`config.mk`:
```
export PLATFORM = sky130hd
export DESIGN_NAME = fetch_controller
export DESIGN_NICKNAME = d
export VERILOG_FILES = /design/src/rtl/fetch_controller.sv
export SDC_FILE = /design/constraint.sdc
export NUM_CORES = 1
export LEC_CHECK = 0
export BUFFER_PORTS_ARGS = -buffer_cell sky130_fd_sc_hd__buf_2
export CAP_MARGIN = 0
export CORE_MARGIN = 2
export CORE_UTILIZATION = 55
export CTS_BUF_LIST = sky130_fd_sc_hd__clkbuf_8
export DETAILED_ROUTE_END_ITERATION = 12
export PLACE_DENSITY = 0.79
export SLEW_MARGIN = 5
export SYNTH_ARGS = -nofsm -noshare
export SYNTH_HDL_FRONTEND = slang
export SYNTH_SLANG_ARGS = --single-unit
```
`constraint.sdc`:
```
create_clock -name clk -period 9.5 [get_ports clk]
set_clock_uncertainty 0.2 [all_clocks]
set_input_delay 1.9 -clock clk [delete_from_list [all_inputs] [get_ports clk]]
set_output_delay 1.9 -clock clk [all_outputs]
set_load 0.05 [all_outputs]
```
`src/rtl/fetch_controller.sv`:
```
// Instruction-fetch sequencer: owns the PC, issues credit-limited word requests,
// drops responses made stale by redirects and buffers instructions for decode.
module fetch_controller #(
   parameter int unsigned      WIDTH     = 32,
   parameter logic [WIDTH-1:0] RESET_PC  = '0,
   parameter int unsigned      BUF_DEPTH = 2
) (
   input  logic             clk,
   input  logic             rst,
   input  logic             redirect_valid,
   input  logic [WIDTH-1:0] redirect_pc,
   output logic             imem_req,
   output logic [WIDTH-1:0] imem_addr,
   input  logic             imem_gnt,
   input  logic             imem_rvalid,
   input  logic [31:0]      imem_rdata,
   output logic             inst_valid,
   output logic [WIDTH-1:0] inst_pc,
   output logic [31:0]      inst_data,
   input  logic             inst_ready
);

   localparam int unsigned CW = $clog2(BUF_DEPTH + 1);
   localparam int unsigned OW = CW + 1;
   localparam int unsigned AW = $clog2(BUF_DEPTH);

   logic [WIDTH-1:0] r_pc;
   logic [CW-1:0]    r_inflight;
   logic [CW-1:0]    r_stale;
   logic [CW-1:0]    r_count;
   logic [AW-1:0]    r_wptr;
   logic [AW-1:0]    r_rptr;
   logic [AW-1:0]    r_twptr;
   logic [AW-1:0]    r_trptr;
   logic [WIDTH-1:0] r_tag      [BUF_DEPTH];
   logic [WIDTH-1:0] r_buf_pc   [BUF_DEPTH];
   logic [31:0]      r_buf_data [BUF_DEPTH];

   logic             w_pop;
   logic             w_push;
   logic             w_grant;
   logic             w_stale_hit;
   logic [OW-1:0]    w_occ;
   logic [WIDTH-1:0] w_target;

   assign w_target    = redirect_pc & ~WIDTH'(3);
   assign inst_valid  = (r_count != '0) & ~redirect_valid;
   assign w_pop       = inst_valid & inst_ready;
   assign w_stale_hit = (r_stale != '0);
   // Responses landing in a redirect cycle are discarded here and excluded from the new stale count.
   assign w_push      = imem_rvalid & ~w_stale_hit & ~redirect_valid;

   // Credits cover both in-flight requests and buffered entries, so the FIFO can never overflow.
   assign w_occ    = OW'(r_inflight) + OW'(r_count) - OW'(w_pop);
   assign imem_req = ~rst & ~redirect_valid & (w_occ < OW'(BUF_DEPTH));
   assign w_grant  = imem_req & imem_gnt;

   assign imem_addr = r_pc;
   assign inst_pc   = r_buf_pc[r_rptr];
   assign inst_data = r_buf_data[r_rptr];

   always_ff @(posedge clk) begin
      if (rst) begin
         r_pc       <= RESET_PC;
         r_inflight <= '0;
         r_stale    <= '0;
         r_count    <= '0;
         r_wptr     <= '0;
         r_rptr     <= '0;
         r_twptr    <= '0;
         r_trptr    <= '0;
      end else begin
         r_inflight <= r_inflight + CW'(w_grant) - CW'(imem_rvalid);
         if (redirect_valid) begin
            r_pc    <= w_target;
            r_stale <= r_inflight - CW'(imem_rvalid);
            r_count <= '0;
            r_rptr  <= r_wptr;
         end else begin
            if (w_grant)
               r_pc <= r_pc + WIDTH'(4);
            if (imem_rvalid && w_stale_hit)
               r_stale <= r_stale - CW'(1);
            r_count <= r_count + CW'(w_push) - CW'(w_pop);
            if (w_pop)
               r_rptr <= r_rptr + AW'(1);
         end
         if (w_push)
            r_wptr <= r_wptr + AW'(1);
         if (w_grant)
            r_twptr <= r_twptr + AW'(1);
         if (imem_rvalid)
            r_trptr <= r_trptr + AW'(1);
      end
   end

   // The tag queue keeps request addresses in order so each response is paired with its PC.
   always_ff @(posedge clk) begin
      if (w_grant)
         r_tag[r_twptr] <= r_pc;
      if (w_push) begin
         r_buf_pc[r_wptr]   <= r_tag[r_trptr];
         r_buf_data[r_wptr] <= imem_rdata;
      end
   end

   a_rvalid_needs_inflight : assert property (@(posedge clk) disable iff (rst)
      imem_rvalid |-> (r_inflight != '0));
   a_no_push_when_full : assert property (@(posedge clk) disable iff (rst)
      imem_rvalid |-> (r_count != CW'(BUF_DEPTH)));

endmodule
```
==> summary.txt, run 1 <==
remaining number of nets flagged by the antenna check after routing: 0
status: finished clean
areal power density over the cells: 209.8 mW/mm^2
total grt overflow: 0
number of synthesized flops with an enable pin: 184
shortest period the worst path allows: 6952 ps
total count of hold-check failures in the final report: 0
crit-path max cell delay: 960 ps
buffers from clock root to sink, at most: 3
clock tree sinks: 226
post-synthesis instance area: 0.009408 mm^2
DRC marker count from the first detailed-route iteration: 573
share of post-route cells with drive strength above 1: 39.64%
number of core rows: 47
CP max stage cell: sky130_fd_sc_hd__nor2_2
GRT Overall Usage: 22.08%
RSZ-0062 raised after global routing: no
net count reported at finish: 877
largest net degree at the start of global routing: 63
number of pins exceeding their max-slew limit in the final report: 0
starting density of the core: 56.53%
average footprint of a synthesized cell: 15.10 um^2
total power consumption of the routed design: 2.326 mW
clock-pin slew on the worst setup and hold paths: 60 ps
Area growth, synth to finish: 17.86%
kind of critical path: in -> reg
Antenna Diode Count: 0
buffering stage count on the worst path with inverters included: 3
net switching power: 636.4 uW
classification of the worst-slack hold path: reg -> reg
Die X: 134.8 um
CTS Root Cell: sky130_fd_sc_hd__clkbuf_8
worst slack after detailed placement: 2157 ps
CP delay by family, top: simple AND/OR/NAND/NOR gates
proportion of synthesized area in mux cells: 11.01%
final total negative setup slack: 0 ps
placer's final routability congestion estimate: 0.8566
crit path DAT: 6970 ps
global-route wire length before repair: 31220 um
final WL: 19870 um
Max-Slew Margin vs Limit: 21.53%
post-detailed-route via-to-cell ratio: 5.790
cells resized by post-CTS repair: 0
Reg power frac: 49.9%
TritonCTS clock tree: yes
number of detailed-route iterations in the first pass: 5
DR DRC count: 0
vias in the first global route: 6183
H-tree level count: 2
net switching share of the total power: 27.36%
most common library cell in the layout ignoring fill and taps: sky130_fd_sc_hd__edfxtp_1
number of synthesized register bits: 226
gate count after technology mapping: 623
number of antenna violations at the first check in global routing: 0
Critical Path Fanout Max: 38
Worst IR Drop VDD: 0.1173 mV
routed vias: 6051
die area: 0.01817 mm^2
top achievable clock speed: 143.9 MHz
main flop type after synthesis: sky130_fd_sc_hd__edfxtp_1
Ys Warns: 0
slack of the critical path: 2548 ps
final worst path period share: 73.18%
Adder-Cell Fraction of Synth Area: 1.410%
Crit path required time: 9520 ps
fraction of registers with async set or reset after synthesis: 0%
Critical Path Sink Type: flip-flop
total of hold buffers inserted after clock tree synthesis: 0
Clock Latency Late Sink: 530 ps
startpoint class of the critical path: primary input
core area: 0.01664 mm^2
relative contribution of the clock network to total power: 35.4%
die extent in y: 134.8 um
Max-Cap Viols: 0
most frequent cells in the layout: sky130_fd_sc_hd__edfxtp_1, sky130_fd_sc_hd__buf_2, sky130_fd_sc_hd__mux2_2
number of placed I/O pins: 168
logic gate share of total power: 14.8%
HPWL after detailed placement: 12670 um
slew of the pin with the lowest slew margin: 1176 ps
fraction of the mapped netlist area in compound gates: 6.025%
portion of the post-synthesis area used by sequential elements: 67.67%
total setup buffers inserted after CTS: 0
Leak Pwr: 4.011 nW
final setup fails: 0
fraction of synthesized cell area in xor and xnor cells: 1.569%
dominant combinational cell family by area after synthesis: multiplexers
final routed wire length divided by cell count: 19.01 um
I/O Buffers: 161
Internal Dissipation: 1.689 mW
number of clock buffers inserted by TritonCTS: 36
basic-gate share of the synthesized area counting and, or, nand and nor cells: 9.416%
synth unique cells: 63
worst-path cell chain: buf_2 > o21ba_2 > and2_1 > ha_1 > nand2b_1 > fa_1 > nand4bb_1 > nor2_4 > inv_2 > nor2_2 > buf_4
==> metrics by stage <==
step                      hold WS [ps]  std cells  instance area (um^2)  util [%]
final                            322.2       1045                 11090     66.63
after global routing             350.6       1045                 11090     66.63
after CTS                        327.8       1045                 11090     66.63
after detailed placement         305.1        979                 10360     62.24
after global placement           301.7        979                 10360     62.24
after floorplan                  279.9        626                  9419         -
==> synth_stat cells (2+ instances only) <==
| cell | number | area share (%) |
|---|---|---|
| sky130_fd_sc_hd__a311oi_1 | 2 | 0.19 |
| sky130_fd_sc_hd__o21ai_0 | 3 | 0.16 |
| sky130_fd_sc_hd__o311ai_0 | 9 | 0.84 |
| sky130_fd_sc_hd__mux2_2 | 92 | 11 |
| sky130_fd_sc_hd__nand2_1 | 32 | 1.3 |
| sky130_fd_sc_hd__buf_6 | 3 | 0.36 |
| sky130_fd_sc_hd__and4_2 | 2 | 0.21 |
| sky130_fd_sc_hd__edfxtp_1 | 184 | 59 |
| sky130_fd_sc_hd__nor3_1 | 6 | 0.32 |
| sky130_fd_sc_hd__nand2b_1 | 2 | 0.13 |
| sky130_fd_sc_hd__a31oi_1 | 18 | 1.2 |
| sky130_fd_sc_hd__dfxtp_1 | 42 | 8.9 |
| sky130_fd_sc_hd__nor2b_1 | 3 | 0.20 |
| sky130_fd_sc_hd__a211o_1 | 2 | 0.19 |
| sky130_fd_sc_hd__o211ai_1 | 14 | 1.1 |
| sky130_fd_sc_hd__or2_2 | 2 | 0.13 |
| sky130_fd_sc_hd__xnor2_1 | 13 | 1.2 |
| sky130_fd_sc_hd__or3_4 | 2 | 0.24 |
| sky130_fd_sc_hd__and3_1 | 4 | 0.27 |
| sky130_fd_sc_hd__nor4bb_1 | 2 | 0.21 |
| sky130_fd_sc_hd__nor4_1 | 5 | 0.33 |
| sky130_fd_sc_hd__a21oi_1 | 4 | 0.21 |
| sky130_fd_sc_hd__nand3_1 | 13 | 0.69 |
| sky130_fd_sc_hd__nor4b_1 | 2 | 0.19 |
| sky130_fd_sc_hd__and2_1 | 8 | 0.53 |
| sky130_fd_sc_hd__nand4_1 | 11 | 0.73 |
| sky130_fd_sc_hd__clkbuf_1 | 17 | 0.68 |
| sky130_fd_sc_hd__or4_1 | 15 | 1.2 |
| sky130_fd_sc_hd__ha_1 | 9 | 1.2 |
| sky130_fd_sc_hd__and4_1 | 4 | 0.37 |
| sky130_fd_sc_hd__buf_1 | 2 | 0.080 |
| sky130_fd_sc_hd__nor2_1 | 23 | 0.92 |
| sky130_fd_sc_hd__a211oi_1 | 8 | 0.64 |
| sky130_fd_sc_hd__xor2_1 | 2 | 0.19 |
| sky130_fd_sc_hd__inv_1 | 16 | 0.64 |
| sky130_fd_sc_hd__or3_1 | 9 | 0.60 |
| sky130_fd_sc_hd__a22oi_1 | 4 | 0.32 |
| sky130_fd_sc_hd__buf_2 | 4 | 0.21 |
| sky130_fd_sc_hd__buf_4 | 4 | 0.32 |
| sky130_fd_sc_hd__clkbuf_8 | 3 | 0.44 |
==> layer usage <==
layer | global-route usage, % | part of all wire (%) | vias up
met5 | 0 | 0 | -
met4 | 9.591 | 2.9 | 0
met3 | 5.293 | 8.5 | 56
met2 | 37.25 | 49 | 313
met1 | 27.29 | 40 | 2891
li1 | - | - | 2791
==> layout make-up <==
cell class | instances | area, um^2
Sequential cell | 226 | 6367
Fill cell | 1201 | 5554
Multi-Input combinational cell | 349 | 2801
Timing Repair Buffer | 167 | 850.8
Clock buffer | 39 | 536.8
Tap cell | 220 | 275.3
Clock inverter | 27 | 192.7
Inverter | 17 | 63.81
==> power by group through the flow <==
| stage | logic (mW) | registers, mW | clock network (mW) |
|---|---|---|---|
| global placement | 0.331 | 1.18 | 0 |
| detailed placement | 0.342 | 1.18 | 0 |
| floorplan | 0.233 | 1.20 | 0 |
| CTS | 0.344 | 1.16 | 0.843 |
| global route | 0.366 | 1.16 | 0.880 |
| finish | 0.343 | 1.16 | 0.823 |
==> worst register-to-register path, stage by stage (launching register included) <==
cell,delay (ps)
sky130_fd_sc_hd__dfxtp_1,330
sky130_fd_sc_hd__o21ba_2,200
sky130_fd_sc_hd__and2_1,190
sky130_fd_sc_hd__ha_1,270
sky130_fd_sc_hd__nand2b_1,160
sky130_fd_sc_hd__fa_1,580
sky130_fd_sc_hd__nand4bb_1,730
sky130_fd_sc_hd__nor2_4,720
sky130_fd_sc_hd__inv_2,300
sky130_fd_sc_hd__nor2_2,960
sky130_fd_sc_hd__buf_4,370
==> cells by family (layout without fill, tap and decap cells) <==
| family | count (synthesis) | in the layout |
|---|---|---|
| DFF | 226 | 226 |
| and+or+nand+nor | 152 | 152 |
| muxes | 92 | 92 |
| AOI/OAI and AO/OA | 75 | 75 |
| buffers and inverters | 51 | 250 |
| xor gates and xnor gates | 16 | 16 |
| adders and majority gates | 10 | 10 |
| other | 1 | 4 |
==> worst paths after layout <==
| path | slack [ps] | cells after the start | startpoint | to |
|---|---|---|---|---|
| worst max-delay path | 2550 | 11 | redirect_valid | r_tag[0][22] |
| worst min-delay path | 320 | 2 | r_trptr | r_trptr |
| worst max register to register | 4160 | 10 | r_count[0] | r_tag[0][22] |
| worst min register to register | 320 | 2 | r_trptr | r_trptr |
==> registers in the layout, summed over array words and instances (netlist names), 2 cells and up, named ones only <==
| name | count |
|---|---|
| r_buf_data | 64 |
| r_buf_pc | 60 |
| r_tag | 60 |
| r_stale | 2 |
| r_inflight | 2 |
| r_count | 2 |
| imem_addr | 30 |
(Power assumes the default switching activity.)
==> run 2, diff against run 1 <==
--- a/config.mk
+++ b/config.mk
@@ -5,13 +5,14 @@
 export SDC_FILE = /design/constraint.sdc
 export NUM_CORES = 1
 export LEC_CHECK = 0
+export ABC_AREA = 1
 export BUFFER_PORTS_ARGS = -buffer_cell sky130_fd_sc_hd__buf_2
 export CAP_MARGIN = 0
 export CORE_MARGIN = 2
-export CORE_UTILIZATION = 55
+export CORE_UTILIZATION = 52
 export CTS_BUF_LIST = sky130_fd_sc_hd__clkbuf_8
 export DETAILED_ROUTE_END_ITERATION = 12
-export PLACE_DENSITY = 0.79
+export PLACE_DENSITY = 0.78
 export SLEW_MARGIN = 5
 export SYNTH_ARGS = -nofsm -noshare
 export SYNTH_HDL_FRONTEND = slang
==> constraint.sdc (replaced) <==
create_clock -name clk -period 5.95 [get_ports clk]
set_clock_uncertainty 0.2 [all_clocks]
set_input_delay 1.19 -clock clk [delete_from_list [all_inputs] [get_ports clk]]
set_output_delay 1.19 -clock clk [all_outputs]
set_load 0.05 [all_outputs]
==> summary.txt, run 2 <==
area leader, netlist: sky130_fd_sc_hd__edfxtp_1 (unchanged)
total count of hold-check failures in the final report: 0 (unchanged)
post-detailed-route via-to-cell ratio: 5.089 (was 5.790)
Area growth, synth to finish: 17.54% (was 17.86%)
I/O Buffers: 161 (unchanged)
buffering stage count on the worst path with inverters included: 3 (unchanged)
number of synthesized flops with an enable pin: 184 (unchanged)
largest net degree at the start of global routing: 63 (unchanged)
core area: 0.01796 mm^2 (was 0.01664 mm^2)
CTS Root Cell: sky130_fd_sc_hd__clkbuf_8 (unchanged)
average footprint of a synthesized cell: 12.49 um^2 (was 15.10 um^2)
fraction of registers with async set or reset after synthesis: 0% (unchanged)
DRC marker count from the first detailed-route iteration: 401 (was 573)
met3 WL: 1217 um (was 1679 um)
clock-pin slew on the worst setup and hold paths: 60 ps (about the same)
main flop type after synthesis: sky130_fd_sc_hd__edfxtp_1 (unchanged)
die extent in y: 139.5 um (was 134.8 um)
final total negative setup slack: 0 ps (unchanged)
Ys Warns: 0 (unchanged)
areal power density over the cells: 308.0 mW/mm^2 (was 209.8 mW/mm^2)
worst-path cell chain: buf_2 > nor3b_1 > ha_1 > or2_2 > fa_1 > inv_1 > nand2_1 > nand2_1 > nand2_1 > nor2_1 > buf_2 (was buf_2 > o21ba_2 > and2_1 > ha_1 > nand2b_1 > fa_1 > nand4bb_1 > nor2_4 > inv_2 > nor2_2 > buf_4)
number of core rows: 49 (was 47)
detailed route wirelength on metal2: 9171 um (was 9749 um)
H-tree level count: 2 (unchanged)
number of synthesized register bits: 226 (unchanged)
fraction of post-synthesis cell area in the top cell type by area: 57.85% (was 58.73%)
GRT Overall Usage: 19.18% (was 22.08%)
kind of critical path: in -> out (was in -> reg)
total of hold buffers inserted after clock tree synthesis: 0 (unchanged)
Die X: 139.5 um (was 134.8 um)
status: finished clean (unchanged)
placer's final routability congestion estimate: 0.8918 (was 0.8566)
crit path DAT: 3370 ps (was 6970 ps)
Critical Path Fanout Max: 4 (was 38)
Clock Latency Late Sink: 520 ps (was 530 ps)
cell with the most instances after synthesis: sky130_fd_sc_hd__edfxtp_1 (unchanged)
Cell Area, Placed: 0.01057 mm^2 (was 0.01036 mm^2)
top cell types by occurrence after synthesis: sky130_fd_sc_hd__edfxtp_1, sky130_fd_sc_hd__nand2_1, sky130_fd_sc_hd__mux2_2 (was sky130_fd_sc_hd__edfxtp_1, sky130_fd_sc_hd__mux2_2, sky130_fd_sc_hd__dfxtp_1)
global-route wire length before repair: 29680 um (was 31220 um)
clock tree sinks: 226 (unchanged)
top layer reached by signal wires: met4 (unchanged)
share of post-route cells with drive strength above 1: 34.46% (was 39.64%)
remaining number of nets flagged by the antenna check after routing: 0 (unchanged)
largest registers: r_buf_data x64, r_buf_pc x60, r_tag x60 (unchanged)
RSZ-0062 raised after global routing: no (unchanged)
DR DRC count: 0 (unchanged)
largest cells by area after synthesis: sky130_fd_sc_hd__edfxtp_1, sky130_fd_sc_hd__mux2_2, sky130_fd_sc_hd__dfxtp_1 (unchanged)
final WL: 18980 um (was 19870 um)
length of routed wiring on met1: 8059 um (was 7861 um)
shortest period the worst path allows: 4760 ps
number of placed I/O pins: 168 (unchanged)
post-synthesis instance area: 0.009552 mm^2 (was 0.009408 mm^2)
HPWL after detailed placement: 12350 um (was 12670 um)
most frequent cells in the layout: sky130_fd_sc_hd__edfxtp_1, sky130_fd_sc_hd__buf_2, sky130_fd_sc_hd__nand2_1 (was sky130_fd_sc_hd__edfxtp_1, sky130_fd_sc_hd__buf_2, sky130_fd_sc_hd__mux2_2)
Max-Slew Margin vs Limit: 28.81% (was 21.53%)
final worst path period share: 80.00%
total grt overflow: 0 (unchanged)
final routed wire length divided by cell count: 15.76 um (was 19.01 um)
cell area after layout: 0.01123 mm^2 (was 0.01109 mm^2)
cell seen most often among critical-path stages: sky130_fd_sc_hd__nand2_1
Critical Path Sink Type: output pin (was flip-flop)
largest register by flop count: r_buf_data (unchanged)
starting density of the core: 53.17% (was 56.53%)
synth unique cells: 33 (was 63)
net count reported at finish: 1027 (was 877)
Largest register FFs: 64 (unchanged)
routed vias: 6127 (was 6051)
final setup fails: 0 (unchanged)
Worst IR Drop VDD: 0.1902 mV (was 0.1173 mV)
gate count after technology mapping: 765 (was 623)
total setup buffers inserted after CTS: 0 (unchanged)
TritonCTS clock tree: yes (unchanged)
number of antenna violations at the first check in global routing: 0 (unchanged)
number of pins exceeding their max-slew limit in the final report: 0 (unchanged)
die area: 0.01947 mm^2 (was 0.01817 mm^2)
number of clock buffers inserted by TritonCTS: 36 (unchanged)
number of detailed-route iterations in the first pass: 5 (unchanged)
buffers from clock root to sink, at most: 3 (unchanged)
cells resized by post-CTS repair: 0 (unchanged)
startpoint class of the critical path: primary input (unchanged)
top achievable clock speed: 210.1 MHz
vias in the first global route: 5877 (was 6183)
CP max stage cell: sky130_fd_sc_hd__nor3b_1 (was sky130_fd_sc_hd__nor2_2)
most common library cell in the layout ignoring fill and taps: sky130_fd_sc_hd__edfxtp_1 (unchanged)
Max-Cap Viols: 0 (unchanged)
slew of the pin with the lowest slew margin: 1065 ps (was 1176 ps)
Crit path required time: 4560 ps (was 9520 ps)
Leak Pwr: 4.349 nW (was 4.011 nW)
Util after Layout: 62.50% (was 66.63%)
crit-path max cell delay: 440 ps (was 960 ps)
CP delay by family, top: simple AND/OR/NAND/NOR gates (unchanged)
Antenna Diode Count: 0 (unchanged)
portion of the post-synthesis area used by sequential elements: 66.65% (was 67.67%)
classification of the worst-slack hold path: reg -> reg (unchanged)
-- run 2: cell count changes after synthesis, sizes merged, moves of 12 or more --
cell	change
nand2	+118
inv	+55
nand3	+40
nor2	+33
a21oi	+26
o21ai	+17
or4	-15
a31oi	-14
o211ai	-14
nand4	-12
-- run 2: report_power, final --
group / switching (mW) / internal (mW) / total [mW]
clock network: 0.575 / 0.607 / 1.18
registers: 0.0474 / 1.78 / 1.83
logic: 0.315 / 0.134 / 0.449
-- run 2: cells by family after synthesis --
logic type,count (synthesis),synth area share (%)
AND/OR/NAND/NOR,268,12.40
flip-flops,226,66.65
buffers and inverters,101,4.650
multiplexers,92,10.85
AO/OA/AOI/OAI,58,3.196
adder cells (fa/ha/maj),10,1.389
XOR/XNOR,9,0.8253
other,1,0.03926
-- run 2: cell type report --
class | instances | area (um^2)
clock buffers | 39 | 536.8
repair buffers | 169 | 865.8
well taps | 229 | 286.5
fillers | 1394 | 6736
clock inverters | 27 | 117.6
inverters | 73 | 280.3
multi-input cells | 441 | 2773
flip-flops and latches | 226 | 6367
-- run 2: worst paths after layout --
kind	start	end	slack [ps]	depth (start not counted)
setup / recovery	redirect_valid	imem_req	1190	11
hold / removal	r_twptr	r_twptr	320	2
setup reg to reg	r_count[1]	r_inflight[1]	2200	14
hold reg to reg	r_twptr	r_twptr	320	2
-- run 2: per-layer routing --
layer / vias up / track usage, %
met5: - / 0
met4: 0 / 7.105
li1: 2996 / -
met2: 218 / 32.71
met1: 2867 / 24.28
met3: 46 / 4.129
-- run 2: per-stage QoR --
step | cells | power (mW) | worst slack [ps] | hold WS (ps)
3_5_place_dp | 1138 | 2.310 | 1193 | 307.0
3_3_place_gp | 1138 | 2.301 | 1195 | 296.2
4_1_cts | 1204 | 3.486 | 1183 | 318.1
5_1_grt | 1204 | 3.595 | 916.0 | 341.1
2_1_floorplan | 768 | 2.192 | 889.5 | 259.8
6_report | 1204 | 3.457 | 1190 | 323.3
-- run 2: tightest hold or removal path, stage by stage, from the launching register on --
cell                      delay (ps)
sky130_fd_sc_hd__dfxtp_1         320
sky130_fd_sc_hd__inv_1           100
sky130_fd_sc_hd__a21oi_1          70
